### config.mk
export PLATFORM = sky130hd
export DESIGN_NAME = mul_div_unit
export DESIGN_NICKNAME = d
export VERILOG_FILES = /design/src/rtl/mul_div_unit.sv
export SDC_FILE = /design/constraint.sdc
export NUM_CORES = 2
export LEC_CHECK = 0
export BUFFER_PORTS_ARGS = -buffer_cell sky130_fd_sc_hd__buf_2
export CORE_MARGIN = 1.5
export CORE_UTILIZATION = 35
export CTS_BUF_LIST = sky130_fd_sc_hd__clkbuf_4 sky130_fd_sc_hd__clkbuf_8 sky130_fd_sc_hd__clkbuf_16
export DETAILED_ROUTE_END_ITERATION = 8
export PLACE_DENSITY = 0.52
export SYNTH_ARGS = -nofsm -noshare
export SYNTH_HDL_FRONTEND = slang
export SYNTH_SLANG_ARGS = --single-unit
### constraint.sdc
create_clock -name clk -period 14.8 [get_ports clk]
set_clock_uncertainty 0.15 [all_clocks]
set_input_delay 0 -clock clk [delete_from_list [all_inputs] [get_ports clk]]
set_output_delay 0 -clock clk [all_outputs]
set_load 0.005 [all_outputs]
### src/rtl/mul_div_unit.sv
// Multiply/divide unit: fixed-latency multiplier plus an optional restoring radix-2 divider.
// Define MDU_DIV_EN to build the divider; without it, ops 4..7 complete with illegal=1.

module mul_div_unit #(
  parameter int XLEN        = 32,
  parameter int MUL_LATENCY = 2
) (
  input  logic            clk,
  input  logic            rstn,
  input  logic            start,
  input  logic [2:0]      op,
  input  logic [XLEN-1:0] rs1,
  input  logic [XLEN-1:0] rs2,
  input  logic            flush,
  output logic            ready,
  output logic            completed,
  output logic [XLEN-1:0] result,
  output logic            illegal
);

  localparam int CNT_W = $clog2(XLEN + 1);
  localparam logic [CNT_W-1:0] MUL_CNT = CNT_W'(MUL_LATENCY - 1);

`ifdef MDU_DIV_EN
  typedef enum logic [1:0] {IDLE, MUL, DIV} state_t;
`else
  typedef enum logic [0:0] {IDLE, MUL} state_t;
`endif

  state_t            r_state;
  logic [1:0]        r_op;
  logic [XLEN-1:0]   r_a;
  logic [XLEN-1:0]   r_b;
  logic [CNT_W-1:0]  r_count;

  logic              w_signA;
  logic              w_signB;
  logic [2*XLEN-1:0] w_prod;
  logic [XLEN-1:0]   w_mulRes;

  assign ready = (r_state == IDLE);

  // Sign-extending both operands to 2*XLEN makes one modular product serve all signedness mixes.
  always_comb begin
    w_signA  = (r_op != 2'd3) && r_a[XLEN-1];
    w_signB  = (r_op == 2'd1) && r_b[XLEN-1];
    w_prod   = {{XLEN{w_signA}}, r_a} * {{XLEN{w_signB}}, r_b};
    w_mulRes = (r_op == 2'd0) ? w_prod[XLEN-1:0] : w_prod[2*XLEN-1:XLEN];
  end

`ifdef MDU_DIV_EN
  localparam logic [XLEN-1:0] MOST_NEG = {1'b1, {(XLEN-1){1'b0}}};

  logic [XLEN-1:0] r_rem;
  logic            r_negQ;
  logic            r_negR;
  logic            r_special;

  logic            w_neg1;
  logic            w_neg2;
  logic            w_div0;
  logic            w_ovf;
  logic [XLEN-1:0] w_mag1;
  logic [XLEN-1:0] w_mag2;
  logic [XLEN-1:0] w_specRes;
  logic [XLEN:0]   w_shift;
  logic            w_ge;
  logic [XLEN-1:0] w_newRem;
  logic [XLEN-1:0] w_quo;
  logic [XLEN-1:0] w_remFix;

  // r_a doubles as dividend shifter and quotient accumulator; special cases preload their answer there.
  always_comb begin
    w_neg1    = !op[0] && rs1[XLEN-1];
    w_neg2    = !op[0] && rs2[XLEN-1];
    w_mag1    = w_neg1 ? -rs1 : rs1;
    w_mag2    = w_neg2 ? -rs2 : rs2;
    w_div0    = (rs2 == '0);
    w_ovf     = !op[0] && (rs1 == MOST_NEG) && (rs2 == '1);
    if (w_div0)
      w_specRes = op[1] ? rs1 : '1;
    else
      w_specRes = op[1] ? '0 : rs1;
    w_shift   = {r_rem, r_a[XLEN-1]};
    w_ge      = (w_shift >= {1'b0, r_b});
    w_newRem  = w_ge ? XLEN'(w_shift - {1'b0, r_b}) : w_shift[XLEN-1:0];
    w_quo     = r_negQ ? -r_a : r_a;
    w_remFix  = r_negR ? -r_rem : r_rem;
  end
`else
  logic r_illPend;
`endif

  always_ff @(posedge clk or negedge rstn) begin
    if (!rstn) begin
      r_state   <= IDLE;
      r_op      <= '0;
      r_a       <= '0;
      r_b       <= '0;
      r_count   <= '0;
      completed <= 1'b0;
      illegal   <= 1'b0;
      result    <= '0;
`ifdef MDU_DIV_EN
      r_rem     <= '0;
      r_negQ    <= 1'b0;
      r_negR    <= 1'b0;
      r_special <= 1'b0;
`else
      r_illPend <= 1'b0;
`endif
    end else begin
      completed <= 1'b0;
      illegal   <= 1'b0;
      if (flush) begin
        r_state <= IDLE;
        r_count <= '0;
      end else begin
        case (r_state)
          IDLE: begin
            if (start) begin
              r_op <= op[1:0];
              if (!op[2]) begin
                r_state   <= MUL;
                r_a       <= rs1;
                r_b       <= rs2;
                r_count   <= MUL_CNT;
`ifndef MDU_DIV_EN
                r_illPend <= 1'b0;
`endif
              end else begin
`ifdef MDU_DIV_EN
                r_state   <= DIV;
                r_a       <= (w_div0 || w_ovf) ? w_specRes : w_mag1;
                r_b       <= w_mag2;
                r_rem     <= '0;
                r_count   <= CNT_W'(XLEN);
                r_negQ    <= w_neg1 ^ w_neg2;
                r_negR    <= w_neg1;
                r_special <= w_div0 || w_ovf;
`else
                r_state   <= MUL;
                r_count   <= '0;
                r_illPend <= 1'b1;
`endif
              end
            end
          end
          MUL: begin
            if (r_count == '0) begin
              r_state   <= IDLE;
              completed <= 1'b1;
`ifdef MDU_DIV_EN
              result    <= w_mulRes;
`else
              result    <= r_illPend ? '0 : w_mulRes;
              illegal   <= r_illPend;
`endif
            end else begin
              r_count <= r_count - CNT_W'(1);
            end
          end
`ifdef MDU_DIV_EN
          DIV: begin
            if (r_special) begin
              r_state   <= IDLE;
              completed <= 1'b1;
              result    <= r_a;
            end else if (r_count != '0) begin
              r_rem   <= w_newRem;
              r_a     <= {r_a[XLEN-2:0], w_ge};
              r_count <= r_count - CNT_W'(1);
            end else begin
              r_state   <= IDLE;
              completed <= 1'b1;
              result    <= r_op[1] ? w_remFix : w_quo;
            end
          end
`endif
          default: r_state <= IDLE;
        endcase
      end
    end
  end

endmodule

Word-level counts from Yosys, hierarchy flattened

Index checks and enable logic that the tools add are counted.

Bits in registers: 108
Latch bits: 0
Bits in writable memories: 0
Bits in read-only memories: 0
Bits of input ports: 71
Output and inout bits: 35
Logic and storage cells: 44
Memories kept: 0

Add/subtract/negate cells: 1
$mul: 1
Divide/modulo/power cells: 0
Order comparisons: 0
Eq/ne operators: 4
Shift-type cells: 0
Muxes and demuxes: 18
Bitwise logic cells: 3
Reduce and logical (&&, ||, !) cells: 8

Operator list:

| operator            | number |
|---|---|
| $mul 33x33->64      | 1 |
| $mux 32             | 2 |
| $mux 6              | 3 |
| $pmux 6 s2          | 1 |
| $mux 1              | 11 |
| $logic_not 6->1     | 1 |
| $ne 3x3->1 const B  | 2 |
| $reduce_and 3->1    | 2 |
| $sub 6x1->6 const B | 1 |
| $reduce_and 4->1    | 1 |
| $not 1->1           | 3 |
| $eq 2x1->1 const B  | 1 |
| $logic_and 1x1->1   | 2 |
| $logic_not 2->1     | 1 |
| $ne 2x2->1 const B  | 1 |
| $pmux 1 s2          | 1 |
| $reduce_and 2->1    | 1 |

Longest topological paths before layout

Depth in word-level cells: 5
Gate-level depth with buffers: 32
Mapped depth without buffers: 29

Worst setup path before layout

No wires, ideal clock.

Path kind: reg2reg
From: register r_op[0]
To: register result[31]
Setup time: 0.132 ns
Arrival time: 8.143 ns
Data required time: 14.518 ns
Path slack: 6.375 ns
Cell stages (with the launch flop): 31
Path buffers: 2
Period minus slack after synthesis: 8.425 ns
Cells stage by stage: dfrtp_1 nand2_1 clkbuf_1 and2_1 clkbuf_1 nand2_1 inv_1 fa_1 inv_1 fa_1 inv_1 fa_1 fa_1 inv_1 fa_1 inv_1 fa_1 inv_1 fa_1 fa_1 inv_1 ha_1 inv_1 o21bai_1 a21o_1 a2111oi_2 o31ai_1 a221o_1 a41oi_2 mux2i_1 o21ai_1

Longest elaborated chain between the ends: 5
Elaborated cells on any way between the ends: 8
Classes of those cells: 1 x mul; 2 x eq/ne; 2 x mux; 3 x reduce/logical

RTL lines:

| item                                     | RTL line | RTL |
|---|---|---|
| start, declared                          | 31       | `logic [1:0] r_op;` |
| start signal, assigned                   | 122      | `r_op <= op[1:0];` |
| $ne 2x2->1 or $eq 2x1->1 (tied branches) | 45, 46   |  |
| $logic_and 1x1->1 (on tied branches)     | 45, 46   |  |
| $mul 33x33->64                           | 47       | `w_prod = {{XLEN{w_signA}}, r_a} * {{XLEN{w_signB}}, r_b};` |
| $mux 32 (*)                              | 48       | `w_mulRes = (r_op == 2'd0) ? w_prod[XLEN-1:0] : w_prod[2*XLEN-1:XLEN];` |
| $mux 32 (*)                              | 156      | `result <= r_illPend ? '0 : w_mulRes;` |
| end signal, assigned                     | 156      |  |
| end, declared                            | 17       | `output logic [XLEN-1:0] result,` |

Every way passes the cells marked *; elsewhere a longest branch is shown, timed or not.
A chain may end at the register's enable or synchronous reset.

Worst setup path after layout

Same ends and word-level chain as after synthesis.

==> results list <==
- Netlist Area Pre-Place: 0.0425 mm2
- Total detailed-routing wirelength: 119000 um
* Via-to-Cell Ratio: 4.82
- For this design, the slowest cell found on the critical path is sky130_fd_sc_hd__fa_1.
- Data on the critical path arrives at its endpoint at 10.07 ns.
- Of the cells placed in the final design, the portion with a size suffix greater than 1 is 0.0654.
- STA puts the critical path data required time at 14.95 ns.
- Entering global routing, the biggest net connects 79 pins.
- Counting distinct cell types in the post-synthesis netlist gives 71.
- STA classifies the critical path endpoint as a flip-flop.
- Buffers inserted to repair hold after CTS numbered 71.
- Across all layers, the routed design uses 29923 vias.
* Leading cell types by count after synthesis: sky130_fd_sc_hd__inv_1 (1198), sky130_fd_sc_hd__fa_1 (1125), sky130_fd_sc_hd__nand2_1 (826)
* FILL cells: 12435
- The clock drives 108 sinks.
* Clock tree from TritonCTS: yes
* Type of the worst setup path: reg2reg
* Largest fanout on the critical path: 20
* Slack of the worst reg-to-reg path: 4.88 ns
- Cell with the most instances after synthesis: sky130_fd_sc_hd__inv_1
* Core box area: 0.120 mm2
- Transition at the pin with the smallest max-transition slack: 1.16 ns
- Class of the most critical hold timing path: in2async
- Vias in the first global route: 33051
- Setup violations remaining at the end of the flow were counted as 0.
- DRT iter0 DRCs: 1575
* Number of enable-type register cells in the synthesized netlist: 0
- Crit Reg-Reg Endpoint: result[31]$_DFFE_PN0P_
- The area growth from synthesis to layout is 7.18%.
* Global placer's final weighted congestion: 0.872
- Async set or reset register ratio after synthesis: 1.00
* Ranking of synthesized cells by area: sky130_fd_sc_hd__fa_1 (53%), sky130_fd_sc_hd__inv_1 (11%), sky130_fd_sc_hd__nand2_1 (7.3%)
- Critical path endpoint: result[31]$_DFFE_PN0P_
- Clock transition at the registers of the reported paths: 0.10 ns
- The die covers 0.124 mm2.
* Synth Register Bits: 108
* Number of ports placed on the die boundary: 106
* GRT Util Overall: 0.205
- Post CTS Setup Buffer Count: 0
- Predominant post-synthesis flop cell: sky130_fd_sc_hd__dfrtp_1
- Summed over all nets, the half-perimeter wirelength after detailed placement is 96000 um.
- Highest cell delay on the worst timing path: 0.86 ns
* Run status: completed
* Master cell of the clock root buffer: sky130_fd_sc_hd__clkbuf_16
- DRT Pass-1 Iters: 5
- Level count of the clock H-tree: 3
- Max-cap violations in this run came to 0.
- At the end of the flow, the number of nets in the layout was 6004.
- Max-slew headroom: 0.222
* Initial core utilization: 0.354
- In the final routed layout, each cell accounts on average for 19.2 um.
- Die span in y: 351 um
- Setup total negative slack on the finished layout was measured at 0 ns.
* Multi-input gate area: 0.0343 mm2
- After floorplanning, the core was divided into 127 placement rows.
* Post_cts resized: 0
- Of the post-synthesis cell area, the dominant cell type holds 0.530.
- Num CTS Buffers: 9
- The number of hold violations in the final report is 0.
* Sequential share of the synthesized area: 0.0636
- Kind of launch point of the worst setup path: flip-flop
- The clock period could shrink to 9.92 ns.
- Synthesized net count: 6018
* Fin crit share: 0.670
* Gate count after technology mapping: 4608
- Max Clk Rate: 101 MHz
- The number of antenna violations at the first check in global routing was 6.
* Source-to-sink clock delay at the later pin of the worst-skew pair: 0.45 ns
* Pins Over Slew Limit: 0
- For the worst flop-to-flop path, the logic depth is 28.
- For this run, the number of Yosys warnings is 0.
- Number of nets with antenna violations after routing: 0
* Global-route wire length before repair: 192000 um
- The most critical setup path has its startpoint at r_op[0]$_DFFE_PN0P_.
- After global routing the overflow that remains totals 0.
- Setup repair after global routing left no endpoint under its margin.
- The startpoint identified for the worst register-to-register timing path is r_op[0]$_DFFE_PN0P_.
* Largest area contributor in the netlist: sky130_fd_sc_hd__fa_1
* I/O Buffers: 105
- Horizontal extent of the die: 351 um
* DRC violations left: 0
* Mean post-synth cell area: 9.22 um2
* Sequential Area: 0.00272 mm2
- The clock passes through at most 2 buffers.
-- layer usage --
layer	up-vias	global-route usage	part of all wire
met3	142	0.0178	0.040
met1	16006	0.271	0.43
met2	631	0.359	0.51
met4	0	0.0542	0.026
met5	-	0	0
li1	13144	-	-
-- flip-flops by register name (all words and copies together) (netlist names) --
signal and cells:
completed 1, illegal 1, r_a 32, r_b 32
r_count 6, r_illPend 1, r_op 2, r_state 1
result 32
-- area by class of cell --
cell class	instances	share of cell area
Clock inverter	6	0.00181
Timing Repair Buffer	237	0.0373
Clock buffer	10	0.00511
Multi-Input combinational cell	3040	0.753
Antenna cell	1	0.0000549
Inverter	1198	0.0987
Sequential cell	108	0.0597
Tap cell	1612	0.0443
-- placed cells by master, fill, tap and decap left out, types with 20 or more instances in the layout --
master                          count
sky130_fd_sc_hd__a21o_1            34
sky130_fd_sc_hd__dfrtp_1           93
sky130_fd_sc_hd__and3_1            20
sky130_fd_sc_hd__buf_2            104
sky130_fd_sc_hd__dlygate4sd3_1     71
sky130_fd_sc_hd__a21oi_1           62
sky130_fd_sc_hd__inv_1           1198
sky130_fd_sc_hd__nand2_1          826
sky130_fd_sc_hd__xnor2_1           51
sky130_fd_sc_hd__buf_4             61
sky130_fd_sc_hd__fa_1            1125
sky130_fd_sc_hd__nor2_1            66
sky130_fd_sc_hd__ha_1             214
sky130_fd_sc_hd__mux2_2            66
sky130_fd_sc_hd__xor2_1            22
sky130_fd_sc_hd__and2_1           281
sky130_fd_sc_hd__o21ai_0           50
-- worst min-delay path by stage --
| stage | startpoint | to | slack, ns |
|---|---|---|---|
| after CTS | rstn | r_count[2]$_DFFE_PN0P_ | 0.05 |
| final | rstn | r_count[2]$_DFFE_PN0P_ | 0.03 |
| after floorplan | rstn | completed$_DFF_PN0_ | -0.45 |
| after detailed placement | rstn | r_count[5]$_DFFE_PN0P_ | -0.03 |
| after global placement | rstn | r_count[4]$_DFFE_PN0P_ | -0.02 |
| after global routing | rstn | r_count[2]$_DFFE_PN0P_ | 0.1 |
-- critical path: cells and delay by family, from the launching register on --
family / cells / cell delay, ns
AOI/OAI and AO/OA: 7 / 1.53
adders and majority gates: 9 / 4.63
buffers and inverters: 8 / 1.18
DFF: 1 / 0.44
muxes: 1 / 0.22
and+or+nand+nor: 3 / 1.64
-- cells by family (layout without fill, tap and decap cells) --
family,Yosys count,count (layout),synth area share
buf+inv,1460,1451,0.129
flops,108,108,0.0636
mux,70,70,0.0184
xor+xnor,73,73,0.0150
simple gates,1290,1290,0.137
other cells,0,1,0
compound gates,268,268,0.0435
fa+ha+maj,1339,1339,0.593
-- metrics by stage --
stage | util | area [um2] | hold slack [ns] | setup slack [ns] | instances
CTS | 0.379 | 45500 | 0.0494 | 4.88 | 6211
finish | 0.379 | 45500 | 0.0277 | 4.88 | 6212
global route | 0.379 | 45500 | 0.0956 | 4.32 | 6211
detailed placement | 0.371 | 44500 | -0.0305 | 4.89 | 6124
global placement | 0.371 | 44500 | -0.0217 | 5.15 | 6124
floorplan | - | 42500 | -0.446 | 6.38 | 4608
Power is not shown: default switching activity piles up to over one toggle a cycle in this logic, so the estimate is an artifact.
